===== config.mk =====
export PLATFORM = sky130hd
export DESIGN_NAME = mult_2x3_seq_ctrl
export DESIGN_NICKNAME = d
export VERILOG_FILES = /design/src/rtl/mult_pkg.sv /design/src/rtl/mult_row_adder.sv /design/src/rtl/mult_2x3_seq_ctrl.sv
export SDC_FILE = /design/constraint.sdc
export NUM_CORES = 1
export LEC_CHECK = 0
export ABC_AREA = 1
export BUFFER_PORTS_ARGS = -buffer_cell sky130_fd_sc_hd__buf_2
export CAP_MARGIN = 10
export CORE_MARGIN = 2
export CORE_UTILIZATION = 30
export DETAILED_ROUTE_END_ITERATION = 8
export GPL_TIMING_DRIVEN = 1
export PLACE_DENSITY_LB_ADDON = 0.1
export SETUP_SLACK_MARGIN = 0.4
export SYNTH_ARGS = -nofsm -noshare
export SYNTH_HDL_FRONTEND = slang
export SYNTH_SLANG_ARGS = --single-unit

===== constraint.sdc =====
create_clock -name clock -period 2.65 [get_ports clock]
set_input_delay 0.265 -clock clock [delete_from_list [all_inputs] [get_ports clock]]
set_output_delay 0.265 -clock clock [all_outputs]
set_load 0.05 [all_outputs]

===== src/rtl/mult_pkg.sv =====
// ---------------------------------------------------------------------------
// mult_pkg
// Shared definitions for the sequential 3x2 multiplier controller slice:
// default operand widths and the controller state encoding.
// ---------------------------------------------------------------------------
package mult_pkg;

  // Default operand widths; the multiplier width is also the row-cycle count.
  localparam int M_WIDTH_DEF = 3;
  localparam int Q_WIDTH_DEF = 2;

  // Controller states.
  typedef enum logic [1:0] {
    ST_IDLE = 2'd0,
    ST_ROW  = 2'd1,
    ST_DONE = 2'd2
  } state_e;

endpackage


===== src/rtl/mult_row_adder.sv =====
// ---------------------------------------------------------------------------
// mult_row_adder
// Combinational partial-product row: gates the multiplicand with one
// multiplier bit and adds the result to an accumulator slice through a
// ripple chain of full-adder cells, one cell per bit.
//
// Ports
//   m_i        in  WIDTH  multiplicand
//   qBit_i     in  1      current multiplier bit
//   accSlice_i in  WIDTH  accumulator bits aligned to this row
//   cin_i      in  1      carry into bit 0 (tied low by the controller)
//   sum_o      out WIDTH  row sum slice
//   cout_o     out 1      carry out of the top cell
// ---------------------------------------------------------------------------
module mult_row_adder #(
  parameter int WIDTH = 3
) (
  input  logic [WIDTH-1:0] m_i,
  input  logic             qBit_i,
  input  logic [WIDTH-1:0] accSlice_i,
  input  logic             cin_i,
  output logic [WIDTH-1:0] sum_o,
  output logic             cout_o
);

  logic [WIDTH:0] carry;

  assign carry[0] = cin_i;

  // One AND gate plus one full adder per bit position.
  for (genvar i = 0; i < WIDTH; i++) begin : gBit
    logic pp;
    assign pp           = m_i[i] & qBit_i;
    assign sum_o[i]     = pp ^ accSlice_i[i] ^ carry[i];
    assign carry[i + 1] = (pp & accSlice_i[i]) | (carry[i] & (pp ^ accSlice_i[i]));
  end

  assign cout_o = carry[WIDTH];

endmodule


===== src/rtl/mult_2x3_seq_ctrl.sv =====
// ---------------------------------------------------------------------------
// mult_2x3_seq_ctrl
// Sequential unsigned multiplier controller: accepts an operand pair under a
// valid/ready handshake, adds one partial-product row per clock, and holds
// the product under a valid/ready handshake until downstream takes it.
//
// Optional feature macro: MULT_ZERO_SKIP_EN
//   When defined, a zero multiplicand or multiplier bypasses the row cycles
//   and goes straight to DONE with a zero product.
//
// Ports
//   clock      in   1        system clock, rising edge
//   reset      in   1        synchronous active-high reset
//   in_valid   in   1        operands valid
//   in_ready   out  1        controller can accept operands (IDLE only)
//   m_in       in   M_WIDTH  multiplicand
//   q_in       in   Q_WIDTH  multiplier
//   out_valid  out  1        product valid
//   out_ready  in   1        downstream accepts product
//   product    out  P_WIDTH  m*q, unsigned
//   busy       out  1        high in ROW or DONE
// ---------------------------------------------------------------------------
module mult_2x3_seq_ctrl
  import mult_pkg::*;
#(
  parameter  int M_WIDTH = M_WIDTH_DEF,
  parameter  int Q_WIDTH = Q_WIDTH_DEF,
  localparam int P_WIDTH = M_WIDTH + Q_WIDTH
) (
  input  logic               clock,
  input  logic               reset,
  input  logic               in_valid,
  output logic               in_ready,
  input  logic [M_WIDTH-1:0] m_in,
  input  logic [Q_WIDTH-1:0] q_in,
  output logic               out_valid,
  input  logic               out_ready,
  output logic [P_WIDTH-1:0] product,
  output logic               busy
);

  localparam int ROW_W = (Q_WIDTH > 1) ? $clog2(Q_WIDTH) : 1;
  localparam logic [ROW_W-1:0] LAST_ROW = ROW_W'(Q_WIDTH - 1);

  state_e             state_q;
  logic [M_WIDTH-1:0] mReg_q;
  logic [Q_WIDTH-1:0] qReg_q;
  logic [P_WIDTH-1:0] acc_q;
  logic [P_WIDTH-1:0] acc_d;
  logic [P_WIDTH-1:0] product_q;
  logic [ROW_W-1:0]   rowIdx_q;
  logic               inReady_q;
  logic               outValid_q;
  logic               busy_q;

  logic               qBit;
  logic [M_WIDTH-1:0] accSlice;
  logic [M_WIDTH-1:0] rowSum;
  logic               rowCout;
  logic [P_WIDTH-1:0] rowTerm;
  logic [P_WIDTH-1:0] lowMask;

  // The single row adder is reused every ROW cycle; the accumulator is
  // shifted down so the adder always sees the bits aligned to this row.
  assign qBit     = qReg_q[rowIdx_q];
  assign accSlice = M_WIDTH'(acc_q >> rowIdx_q);

  mult_row_adder #(
    .WIDTH(M_WIDTH)
  ) u_rowAdder (
    .m_i       (mReg_q),
    .qBit_i    (qBit),
    .accSlice_i(accSlice),
    .cin_i     (1'b0),
    .sum_o     (rowSum),
    .cout_o    (rowCout)
  );

  // Reassemble the accumulator: bits below the row are untouched, the row
  // sum replaces the aligned slice, and the carry lands at row+M_WIDTH.
  // Bits above that are always zero at this point, so no merge is needed.
  always_comb begin
    rowTerm = P_WIDTH'({rowCout, rowSum}) << rowIdx_q;
    lowMask = ~({P_WIDTH{1'b1}} << rowIdx_q);
    acc_d   = (acc_q & lowMask) | rowTerm;
  end

`ifdef MULT_ZERO_SKIP_EN
  logic zeroOperand;
  assign zeroOperand = (m_in == '0) || (q_in == '0);
`endif

  // Controller FSM with registered handshake and status outputs.
  // out_valid rises one cycle after entering DONE, and the handoff only
  // happens once out_valid has actually been presented downstream.
  always_ff @(posedge clock) begin
    if (reset) begin
      state_q    <= ST_IDLE;
      mReg_q     <= '0;
      qReg_q     <= '0;
      acc_q      <= '0;
      rowIdx_q   <= '0;
      product_q  <= '0;
      inReady_q  <= 1'b1;
      outValid_q <= 1'b0;
      busy_q     <= 1'b0;
    end else begin
      case (state_q)
        ST_IDLE: begin
          if (in_valid && inReady_q) begin
            mReg_q    <= m_in;
            qReg_q    <= q_in;
            acc_q     <= '0;
            rowIdx_q  <= '0;
            inReady_q <= 1'b0;
            busy_q    <= 1'b1;
`ifdef MULT_ZERO_SKIP_EN
            if (zeroOperand) begin
              state_q   <= ST_DONE;
              product_q <= '0;
            end else begin
              state_q <= ST_ROW;
            end
`else
            state_q <= ST_ROW;
`endif
          end
        end

        ST_ROW: begin
          acc_q    <= acc_d;
          rowIdx_q <= rowIdx_q + ROW_W'(1);
          if (rowIdx_q == LAST_ROW) begin
            state_q   <= ST_DONE;
            product_q <= acc_d;
          end
        end

        ST_DONE: begin
          if (outValid_q && out_ready) begin
            state_q    <= ST_IDLE;
            outValid_q <= 1'b0;
            inReady_q  <= 1'b1;
            busy_q     <= 1'b0;
          end else begin
            outValid_q <= 1'b1;
          end
        end

        default: begin
          state_q    <= ST_IDLE;
          inReady_q  <= 1'b1;
          outValid_q <= 1'b0;
          busy_q     <= 1'b0;
        end
      endcase
    end
  end

  assign in_ready  = inReady_q;
  assign out_valid = outValid_q;
  assign product   = product_q;
  assign busy      = busy_q;

endmodule


==> results.tsv <==
metric	value	unit
outcome	finished with violations	
violations	design-rule violations	
slew_headroom	80.6	%
timing.final.crit_share	81.7	%
io_buffers	16	
crit_type	flop to flop	
seq_power_share	48.1	%
yosysTopAreaCell	dfxtp_1	
clk_path_buf_depth	2	
die_y	58.8	um
syn_area_per_cell	7.91	um2
hold_buffers	0	
mappedNetlistNets	126	
swShare	33.6	%
routabilityCongestion	0.810	
antenna_found_initial	0	
powerDensity	672	nW/um2
drcViolationCount	1	
setup_viol	0	
switchingPower	0.244	mW
gr-total-overflow	0	
setup_slack	0.485	ns
crit_chain	inv_6 -> or2_1 -> o21ai_2 -> nor2_1 -> ha_2 -> fa_2 -> inv_2 -> fa_1 -> nor2_1 -> o21ai_1 -> a21oi_1	
slew_viol_final	0	
max_freq	462	MHz
hold_viol	0	
crit_top_cell	nor2_1	
critical_path.max_stage_delay	0.44	ns
path_clk_slew	0.11	ns
cp_top_family	adder cells	
dpl.hpwl	1400	um
core_region_area	2810	um2
timing.hold.ws	0.185	ns
clockRootBuffer	clkbuf_4	
die_width	58.8	um
cts_sinks	20	
synth-main-ff-cell	dfxtp_1	
synthCells	114	
num_antenna_cells	0	
power_frac_clock	24.8	%
drive_gt1_share	30.1	%
synth.yosys.seq_area_share	44.4	%
cp_num_buf_inv	2	
required	2.89	ns
firstDrtPassIters	6	
synth_edf_count	0	
viasPerCell	4.67	
finalClockSkew	0.00166	ns
core.rowCount	19	
setup_tns	0	ns
period_needed	2.17	ns
synthTopCellsByArea	dfxtp_1 44%, nand2_1 10%, a21oi_1 8.3%	
grt_util_all_layers	12.5	%
ys_ff_latch	20	
fin_util	38.5	%
synthArstFlopShare	0	%
cts_tree	yes	
cp_max_fo	3	
ir_drop	0.203	mV
ios	17	
critPathLaunchType	flop	
grt_pass1_vias	757	
multi_input_area	449	um2
yosysMostFrequentCell	nand2_1	
place_ws	0.300	ns
yosys.area.top_type_share	44.4	%
n_fill_cell	307	
wl	1890	um
clk_latency	0.30	ns
syn_area	902	um2
power.internal	0.482	mW
ys_warn_count	0	
fin_total_pwr	0.726	mW
comb_power_share	27.1	%
crit_slowest_cell	fa_1	
wl_per_cell	11.3	um
antenna_left	0	
end_kind	flop	
tightest_slew	0.291	ns
vias	780	
drtIter0Drc	31	
critPathArrivalTime	2.41	ns
max-cap-violations	0	
initial_core_util	32.2	%
min_path_type	primary input to flop	
yosysUniqueCellTypes	25	
p_leak	0.459	nW
rsz0062_at_grt	true	
die-area	3460	um2
grt_max_degree	12	
htreeDepth	1	
finalNetCount	149	
seqCellArea	404	um2
grt_pass1_wl	3280	um
cts_made_buffers	3	
synth.top_cells.by_count	24 x nand2_1, 20 x dfxtp_1, 15 x a21oi_1	
syn_to_final_growth	19.8	%
[registers in the layout (all words and copies together) (netlist names)]
| name | count |
|---|---|
| in_ready | 1 |
| rowIdx_q | 1 |
| acc_q | 4 |
| qReg_q | 2 |
| mReg_q | 3 |
| busy | 1 |
| state_q | 2 |
| out_valid | 1 |
| product | 5 |
[area by class of cell]
| type | count | area share [%] |
|---|---|---|
| well taps | 31 | 3.59 |
| flip-flops and latches | 20 | 37.4 |
| inverters | 10 | 3.94 |
| clock buffers | 4 | 3.36 |
| multi-input cells | 82 | 41.6 |
| repair buffers | 20 | 10.2 |
[layer usage]
layer	part of all wire, %	GRT usage (%)
met5	0	0
met2	44	20.0
met1	50	16.2
met3	3.6	2.64
met4	1.9	5.84
[power by group through the flow]
| stage | sequential (mW) | clock [mW] | combinational, mW |
|---|---|---|---|
| 2_1_floorplan | 0.382 | 0 | 0.118 |
| 3_3_place_gp | 0.356 | 0 | 0.186 |
| 3_5_place_dp | 0.356 | 0 | 0.187 |
| 4_1_cts | 0.350 | 0.186 | 0.190 |
| 5_1_grt | 0.354 | 0.201 | 0.220 |
| 6_report | 0.350 | 0.180 | 0.197 |
[cell usage in the layout, fill, tap and decap left out]
cell / synthesis / final
a21oi_1: 15 / 15
or2_0: 1 / 1
buf_2: 0 / 16
nand3_2: 1 / 1
inv_6: 1 / 1
nand3_1: 3 / 3
fa_2: 0 / 1
clkbuf_8: 0 / 1
nand4_1: 1 / 1
inv_2: 4 / 5
dfxtp_1: 20 / 19
ha_2: 0 / 1
inv_1: 5 / 4
o21ai_1: 2 / 4
buf_4: 0 / 4
nor2_2: 1 / 1
o211ai_1: 1 / 1
clkbuf_4: 0 / 3
mux2i_1: 1 / 1
or2_1: 1 / 1
nand2_2: 2 / 2
o21ai_2: 1 / 1
nand2_4: 1 / 1
nor2_4: 2 / 2
fa_1: 2 / 1
o21ai_0: 9 / 7
dfxtp_4: 0 / 1
nor2_1: 13 / 13
nand2_1: 24 / 24
[path summary, 6_finish.rpt]
| path | from | to | slack [ns] | depth (start not counted) |
|---|---|---|---|---|
| worst min-delay path | q_in[0] | qReg_q[0] | 0.18 | 3 |
| worst max register to register | rowIdx_q | acc_q[3] | 0.48 | 11 |
| worst min register to register | busy | busy | 0.46 | 2 |
| worst max-delay path | rowIdx_q | acc_q[3] | 0.48 | 11 |
[stage by stage]
step	cell area, um2	cells
after floorplan	902	114
after global routing	1080	167
after CTS	1060	165
after detailed placement	1010	160
final	1080	167
after global placement	1010	160
[cell families (layout without fill, tap and decap cells)]
logic type                 Yosys count  count (layout)  synth area share (%)
muxes                                1               1                  1.11
and+or+nand+nor                     50              50                  26.1
buffers and inverters               12              34                  6.38
DFF                                 20              20                  44.4
AOI/OAI and AO/OA                   28              28                  16.2
adders and majority gates            3               3                  5.83
[worst register-to-register path, cell delays in order (launching register included)]
cell and delay, ns:
dfxtp_4 0.38, inv_6 0.03, or2_1 0.21, o21ai_2 0.08, nor2_1 0.07, ha_2 0.18
fa_2 0.33, inv_2 0.06, fa_1 0.44, nor2_1 0.15, o21ai_1 0.07, a21oi_1 0.12
[repair_timing]
item	4_1_cts	5_1_grt
gates resized for setup	3	3
setup endpoints to repair	2	3
setup buffers	1	2
pin swaps	2	5
(Power assumes the default switching activity.)
